`src/rtl/hazard_scoreboard_if.sv`:
```
// Issue-side bundle between the ID stage and the hazard scoreboard.
// The ID stage drives the master modport; the scoreboard consumes the slave modport.
interface hazard_scoreboard_if #(
  parameter int NREG = 32,
  parameter int AW   = 5,
  parameter int CW   = 3
);
  logic            iss_valid;
  logic [AW-1:0]   iss_rs;
  logic [AW-1:0]   iss_rt;
  logic            iss_use_rs;
  logic            iss_use_rt;
  logic            iss_wr_en;
  logic [AW-1:0]   iss_wr;
  logic [CW-1:0]   iss_lat;
  logic            iss_is_load;
  logic            flush;
  logic            stall;
  logic            iss_fire;
  logic [NREG-1:0] busy_vec;
  logic [AW:0]     pend_cnt;

  modport master (
    output iss_valid, iss_rs, iss_rt, iss_use_rs, iss_use_rt,
           iss_wr_en, iss_wr, iss_lat, iss_is_load, flush,
    input  stall, iss_fire, busy_vec, pend_cnt
  );

  modport slave (
    input  iss_valid, iss_rs, iss_rt, iss_use_rs, iss_use_rt,
           iss_wr_en, iss_wr, iss_lat, iss_is_load, flush,
    output stall, iss_fire, busy_vec, pend_cnt
  );
endinterface

```
`src/rtl/hazard_scoreboard.sv`:
```
// Per-register countdown scoreboard producing RAW/WAW stalls for the issue stage.
// Optional macro HAZARD_FWD_EN: ALU results are forwarded, only young loads block readers.
module hazard_scoreboard #(
  parameter int NREG    = 32,
  parameter int AW      = 5,
  parameter int MAX_LAT = 4,
  parameter int CW      = 3,
  parameter int LD_FWD  = 2
) (
  input  logic              clk,
  input  logic              clrn,
  hazard_scoreboard_if.slave sb
);

  logic [CW-1:0]   r_cnt [NREG];
  logic [NREG-1:0] r_ld;

  logic [CW-1:0]   w_lat;
  logic            w_rs_haz;
  logic            w_rt_haz;
  logic            w_waw;
  logic            w_stall;
  logic            w_fire;
  logic            w_set;
  logic [NREG-1:0] w_busy;
  logic [AW:0]     w_pend;

  // A latency of zero still needs one cycle to write back, so it is treated as one.
  always_comb begin
    w_lat = sb.iss_lat;
    if (sb.iss_lat == '0) begin
      w_lat = CW'(1);
    end else if (sb.iss_lat > CW'(MAX_LAT)) begin
      w_lat = CW'(MAX_LAT);
    end
  end

`ifdef HAZARD_FWD_EN
  assign w_rs_haz = sb.iss_use_rs && (sb.iss_rs != '0) && r_ld[sb.iss_rs] &&
                    (r_cnt[sb.iss_rs] > CW'(LD_FWD));
  assign w_rt_haz = sb.iss_use_rt && (sb.iss_rt != '0) && r_ld[sb.iss_rt] &&
                    (r_cnt[sb.iss_rt] > CW'(LD_FWD));
`else
  logic w_unused;
  assign w_unused = ^{r_ld, CW'(LD_FWD)};
  assign w_rs_haz = sb.iss_use_rs && (sb.iss_rs != '0) && (r_cnt[sb.iss_rs] != '0);
  assign w_rt_haz = sb.iss_use_rt && (sb.iss_rt != '0) && (r_cnt[sb.iss_rt] != '0);
`endif

  // An older write finishing after this one would clobber the newer result.
  assign w_waw   = sb.iss_wr_en && (sb.iss_wr != '0) && (r_cnt[sb.iss_wr] > w_lat);
  assign w_stall = clrn && sb.iss_valid && (w_rs_haz || w_rt_haz || w_waw);
  assign w_fire  = clrn && sb.iss_valid && !w_stall && !sb.flush;
  assign w_set   = w_fire && sb.iss_wr_en && (sb.iss_wr != '0);

  always_ff @(posedge clk or negedge clrn) begin
    if (!clrn) begin
      for (int i = 0; i < NREG; i++) begin
        r_cnt[i] <= '0;
      end
      r_ld <= '0;
    end else begin
      for (int i = 0; i < NREG; i++) begin
        if (sb.flush) begin
          r_cnt[i] <= '0;
          r_ld[i]  <= 1'b0;
        end else if (w_set && (sb.iss_wr == AW'(i))) begin
          r_cnt[i] <= w_lat;
          r_ld[i]  <= sb.iss_is_load;
        end else if (r_cnt[i] != '0) begin
          r_cnt[i] <= r_cnt[i] - CW'(1);
          if (r_cnt[i] == CW'(1)) begin
            r_ld[i] <= 1'b0;
          end
        end
      end
    end
  end

  always_comb begin
    w_busy = '0;
    w_pend = '0;
    for (int i = 0; i < NREG; i++) begin
      w_busy[i] = (r_cnt[i] != '0);
      w_pend    = w_pend + (AW + 1)'(w_busy[i]);
    end
  end

  assign sb.stall    = w_stall;
  assign sb.iss_fire = w_fire;
  assign sb.busy_vec = w_busy;
  assign sb.pend_cnt = w_pend;

endmodule

```
`src/flat_wrapper.sv`:
```
// flat-port wrapper written by rule: the top's interface ports become plain ports
module hazard_scoreboard_flat 
#(
  parameter int NREG    = 32,
  parameter int AW      = 5,
  parameter int MAX_LAT = 4,
  parameter int CW      = 3,
  parameter int LD_FWD  = 2
)
  (clk, clrn, sb_iss_valid, sb_iss_rs, sb_iss_rt, sb_iss_use_rs, sb_iss_use_rt, sb_iss_wr_en, sb_iss_wr, sb_iss_lat, sb_iss_is_load, sb_flush, sb_stall, sb_iss_fire, sb_busy_vec, sb_pend_cnt);
  hazard_scoreboard_if #(.NREG(NREG), .AW(AW), .CW(CW)) sb_i ();
  input  logic clk;
  input  logic clrn;
  input wire logic [$bits(sb_i.iss_valid)-1:0] sb_iss_valid;
  input wire logic [$bits(sb_i.iss_rs)-1:0] sb_iss_rs;
  input wire logic [$bits(sb_i.iss_rt)-1:0] sb_iss_rt;
  input wire logic [$bits(sb_i.iss_use_rs)-1:0] sb_iss_use_rs;
  input wire logic [$bits(sb_i.iss_use_rt)-1:0] sb_iss_use_rt;
  input wire logic [$bits(sb_i.iss_wr_en)-1:0] sb_iss_wr_en;
  input wire logic [$bits(sb_i.iss_wr)-1:0] sb_iss_wr;
  input wire logic [$bits(sb_i.iss_lat)-1:0] sb_iss_lat;
  input wire logic [$bits(sb_i.iss_is_load)-1:0] sb_iss_is_load;
  input wire logic [$bits(sb_i.flush)-1:0] sb_flush;
  output wire logic [$bits(sb_i.stall)-1:0] sb_stall;
  output wire logic [$bits(sb_i.iss_fire)-1:0] sb_iss_fire;
  output wire logic [$bits(sb_i.busy_vec)-1:0] sb_busy_vec;
  output wire logic [$bits(sb_i.pend_cnt)-1:0] sb_pend_cnt;
  assign sb_i.iss_valid = sb_iss_valid;
  assign sb_i.iss_rs = sb_iss_rs;
  assign sb_i.iss_rt = sb_iss_rt;
  assign sb_i.iss_use_rs = sb_iss_use_rs;
  assign sb_i.iss_use_rt = sb_iss_use_rt;
  assign sb_i.iss_wr_en = sb_iss_wr_en;
  assign sb_i.iss_wr = sb_iss_wr;
  assign sb_i.iss_lat = sb_iss_lat;
  assign sb_i.iss_is_load = sb_iss_is_load;
  assign sb_i.flush = sb_flush;
  assign sb_stall = sb_i.stall;
  assign sb_iss_fire = sb_i.iss_fire;
  assign sb_busy_vec = sb_i.busy_vec;
  assign sb_pend_cnt = sb_i.pend_cnt;
  hazard_scoreboard #(.NREG(NREG), .AW(AW), .MAX_LAT(MAX_LAT), .CW(CW), .LD_FWD(LD_FWD)) u_core (.clk(clk), .clrn(clrn), .sb(sb_i));
endmodule
```
`config.mk`:
```
export PLATFORM = sky130hd
export DESIGN_NAME = hazard_scoreboard_flat
export DESIGN_NICKNAME = d
export VERILOG_FILES = /design/src/rtl/hazard_scoreboard_if.sv /design/src/rtl/hazard_scoreboard.sv /design/src/flat_wrapper.sv
export SDC_FILE = /design/constraint.sdc
export NUM_CORES = 1
export LEC_CHECK = 0
export ABC_AREA = 1
export CAP_MARGIN = 40
export CORE_ASPECT_RATIO = 0.9
export CORE_MARGIN = 2
export CORE_UTILIZATION = 30
export CTS_CLUSTER_SIZE = 10
export DETAILED_ROUTE_END_ITERATION = 8
export GPL_TIMING_DRIVEN = 1
export PLACE_DENSITY = 0.56
export SYNTH_ARGS = -nofsm -noshare
export SYNTH_HDL_FRONTEND = slang
export SYNTH_SLANG_ARGS = --single-unit
```
`constraint.sdc`:
```
create_clock -name clk -period 15.7 [get_ports clk]
set_clock_uncertainty 0.15 [all_clocks]
set_input_delay 4.71 -clock clk [delete_from_list [all_inputs] [get_ports clk]]
set_output_delay 4.71 -clock clk [all_outputs]
set_load 0.05 [all_outputs]
```
==> results_dict.tcl, run 1 <==
set metrics [dict create \
    fill_cells 3708 \
    globalRouteMet1Util_pct 29.3 \
    global_route.usage.met2_pct 32.0 \
    grt_max_degree 40 \
    multi_input_area_sq_mm 0.00681 \
    synth_seq_cells 96 \
    setup_violations 0 \
    status "finished, final reports clean" \
    period_needed_ps 13880 \
    vias 10600 \
    root_buffer "clkbuf_16" \
    largest-register "u_core.r_cnt" \
    yosys_warnings 0 \
    overflow 0 \
    avgRoutedWirePerCell_microns 18.6 \
    tightest_slew_ps 902 \
    initial_core_util_pct 30.3 \
    syn_area_sq_mm 0.0106 \
    cts_tree "yes" \
    finalCritPeriodShare_pct 88.4 \
    cts_buffer_depth 2 \
    hold_buffers 0 \
    met3_usage_pct 4.86 \
    min_path_type "register to register" \
    ys.flop_type "dfrtp_1" \
    reg.largest.list "u_core.r_cnt: 96 flops" \
    dr.pass1.iters 5 \
    grt_usage_pct 21.1 \
    slew_viol_final 0 \
    fin_nets 1729 \
    synth_area_leaders "dfrtp_1 23%, nand2_1 18%, ha_1 8.9%" \
    cts_max_level 3 \
    largest_reg_flops 96 \
    cts_setup_buffers 0 \
    timing.hold.ws_ps 334 \
    grt_pass1_wl_microns 59500 \
    cts.sinks 96 \
    min-delay-start "u_core.r_cnt[19]" \
    hpwl_microns 28400 \
    antenna_found_initial 0 \
    rsz0062_at_grt "false" \
    clock_latency_ps 360 \
    setup-tns-final_ps 0 \
    row_count 65 \
    synth_top_area_share_pct 22.7 \
    cp.arrival_ps 9020 \
    async_reset_ff_share_pct 100 \
    drtIter0Drc 848 \
    startpoint_type "input port" \
    grt_pass1_vias 9984 \
    clkSlewWorstSetupHoldPaths_ps 70 \
    drv_cap 0 \
    pin_count 66 \
    crit_path_end_kind "primary output" \
    area_growth_syn_to_layout_pct 12.5 \
    drive_gt1_share_pct 7.41 \
    io_buffers 64 \
    numCtsBuffers 9 \
    top_usage_layer "met2" \
    syn_inst 1567 \
    yosysMostFrequentCell "nand2_1" \
    synth_edf_count 0 \
    syn_avg_cell_area_sq_um 6.75 \
    place_congestion 0.997 \
    routed_via_density 5.09 \
    die_area_sq_mm 0.0368 \
    hold_violations 0 \
    postCtsResizedCells 0 \
    synth_top_cell_by_area "dfrtp_1" \
    die_h_microns 182 \
    synth_cell_types 43 \
    crit_fanout 15 \
    coreArea_sq_mm 0.0349 \
    num_antenna_cells 0 \
    regArea_sq_mm 0.00240 \
    cp-startpoint "sb_iss_wr[1]" \
    maxSlewHeadroom_pct 39.9 \
    drtAntennaViolNets 0 \
    die_w_microns 202 \
    yosysSeqAreaShare_pct 22.7 \
    syn-num-nets 1692 \
    drc 0 \
    critPathKind "input port to primary output" \
    drt_wl_total_microns 38600 \
    fmax_mhz 72.0 \
    synth_common_cells "500 x nand2_1, 245 x inv_1, 165 x nand3_1, 96 x dfrtp_1, 83 x nor2_1" \
    worstPathRequired_ps 10840 \
    r2r-start "u_core.r_cnt[62]" \
]
path summary, 6_finish.rpt:
check / to / slack [ps] / depth (start not counted)
min in group asynchronous: u_core.r_cnt[62] / 4170 / 1
worst min register to register: u_core.r_cnt[19] / 330 / 2
worst min-delay path: u_core.r_cnt[19] / 330 / 2
max in group asynchronous: u_core.r_cnt[11] / 10300 / 2
worst max-delay path: sb_iss_fire / 1820 / 16
worst max register to register: u_core.r_cnt[87] / 11320 / 17
metal layers:
layer  up-vias  routed length [microns]  part of all wire (%)
li1       5113                        -                     -
met1      5001                    17800                    46
met2       396                    16500                    43
met3        56                     3190                   8.3
met4         0                     1150                   3.0
met5         -                        0                     0
final cells by class:
class	count	share of cell area [%]
Timing Repair Buffer	87	7.02
Clock buffer	9	1.89
Tap cell	469	4.93
Clock inverter	5	0.494
Inverter	262	8.32
Sequential cell	96	20.2
Multi-Input combinational cell	1148	57.2
critical path, cell delays in order:
cell	delay, ps
clkdlybuf4s50_1	520
nor2_2	400
clkinv_1	530
buf_4	380
o22ai_1	180
o21ai_0	110
nand2_1	80
a221oi_1	70
o21ai_0	230
ha_1	290
a21oi_1	120
o21ai_0	90
nand3_1	140
nand4_2	230
inv_1	120
clkdlybuf4s50_1	800
cell families after synthesis:
| group | after synthesis | share of synthesized area (%) |
|---|---|---|
| XOR/XNOR | 24 | 1.99 |
| AO/OA/AOI/OAI | 162 | 10.1 |
| AND/OR/NAND/NOR | 863 | 38.6 |
| buffers and inverters | 323 | 13.2 |
| adder cells (fa/ha/maj) | 99 | 13.4 |
| flip-flops | 96 | 22.7 |
placed cells by master (no fill, tap or decap), types with 14 or more instances in the layout:
master           Yosys  layout
o22ai_1             39      39
buf_4                3      23
xnor2_1             21      21
nand3_1            165     165
o21ai_1             14      14
nand2_1            500     500
nand4_4             20      20
dfrtp_1             96      96
clkdlybuf4s50_1      0      62
inv_1              245     244
fa_1                24      24
a21oi_1             19      18
nand4_1             43      43
ha_1                75      75
nor3_1              31      31
o21ai_0             51      51
nor2_1              83      82
metrics by stage:
stage / cells / util, % / instance area [sq um] / worst slack, ps
after global placement: 2060 / 33.2 / 11600 / 1890
after floorplan: 1567 / - / 10600 / 3230
after CTS: 2076 / 34.1 / 11900 / 1890
after global routing: 2076 / 34.1 / 11900 / 1560
final: 2076 / 34.1 / 11900 / 1820
after detailed placement: 2062 / 33.3 / 11600 / 1900
Power of run 1 is not shown: default switching activity piles up to over one toggle a cycle in this logic, so the estimate is an artifact.
==> run 2, diff against run 1 <==
--- a/config.mk
+++ b/config.mk
@@ -13,6 +13,7 @@
 export CTS_CLUSTER_SIZE = 10
 export DETAILED_ROUTE_END_ITERATION = 8
 export GPL_TIMING_DRIVEN = 1
+export HOLD_SLACK_MARGIN = 0.06
 export PLACE_DENSITY = 0.56
 export SYNTH_ARGS = -nofsm -noshare
 export SYNTH_HDL_FRONTEND = slang
==> results of run 2 <==
Final layout, timing and power as in run 1 (identical DEF).
Power of run 2 is left out for the same reason.
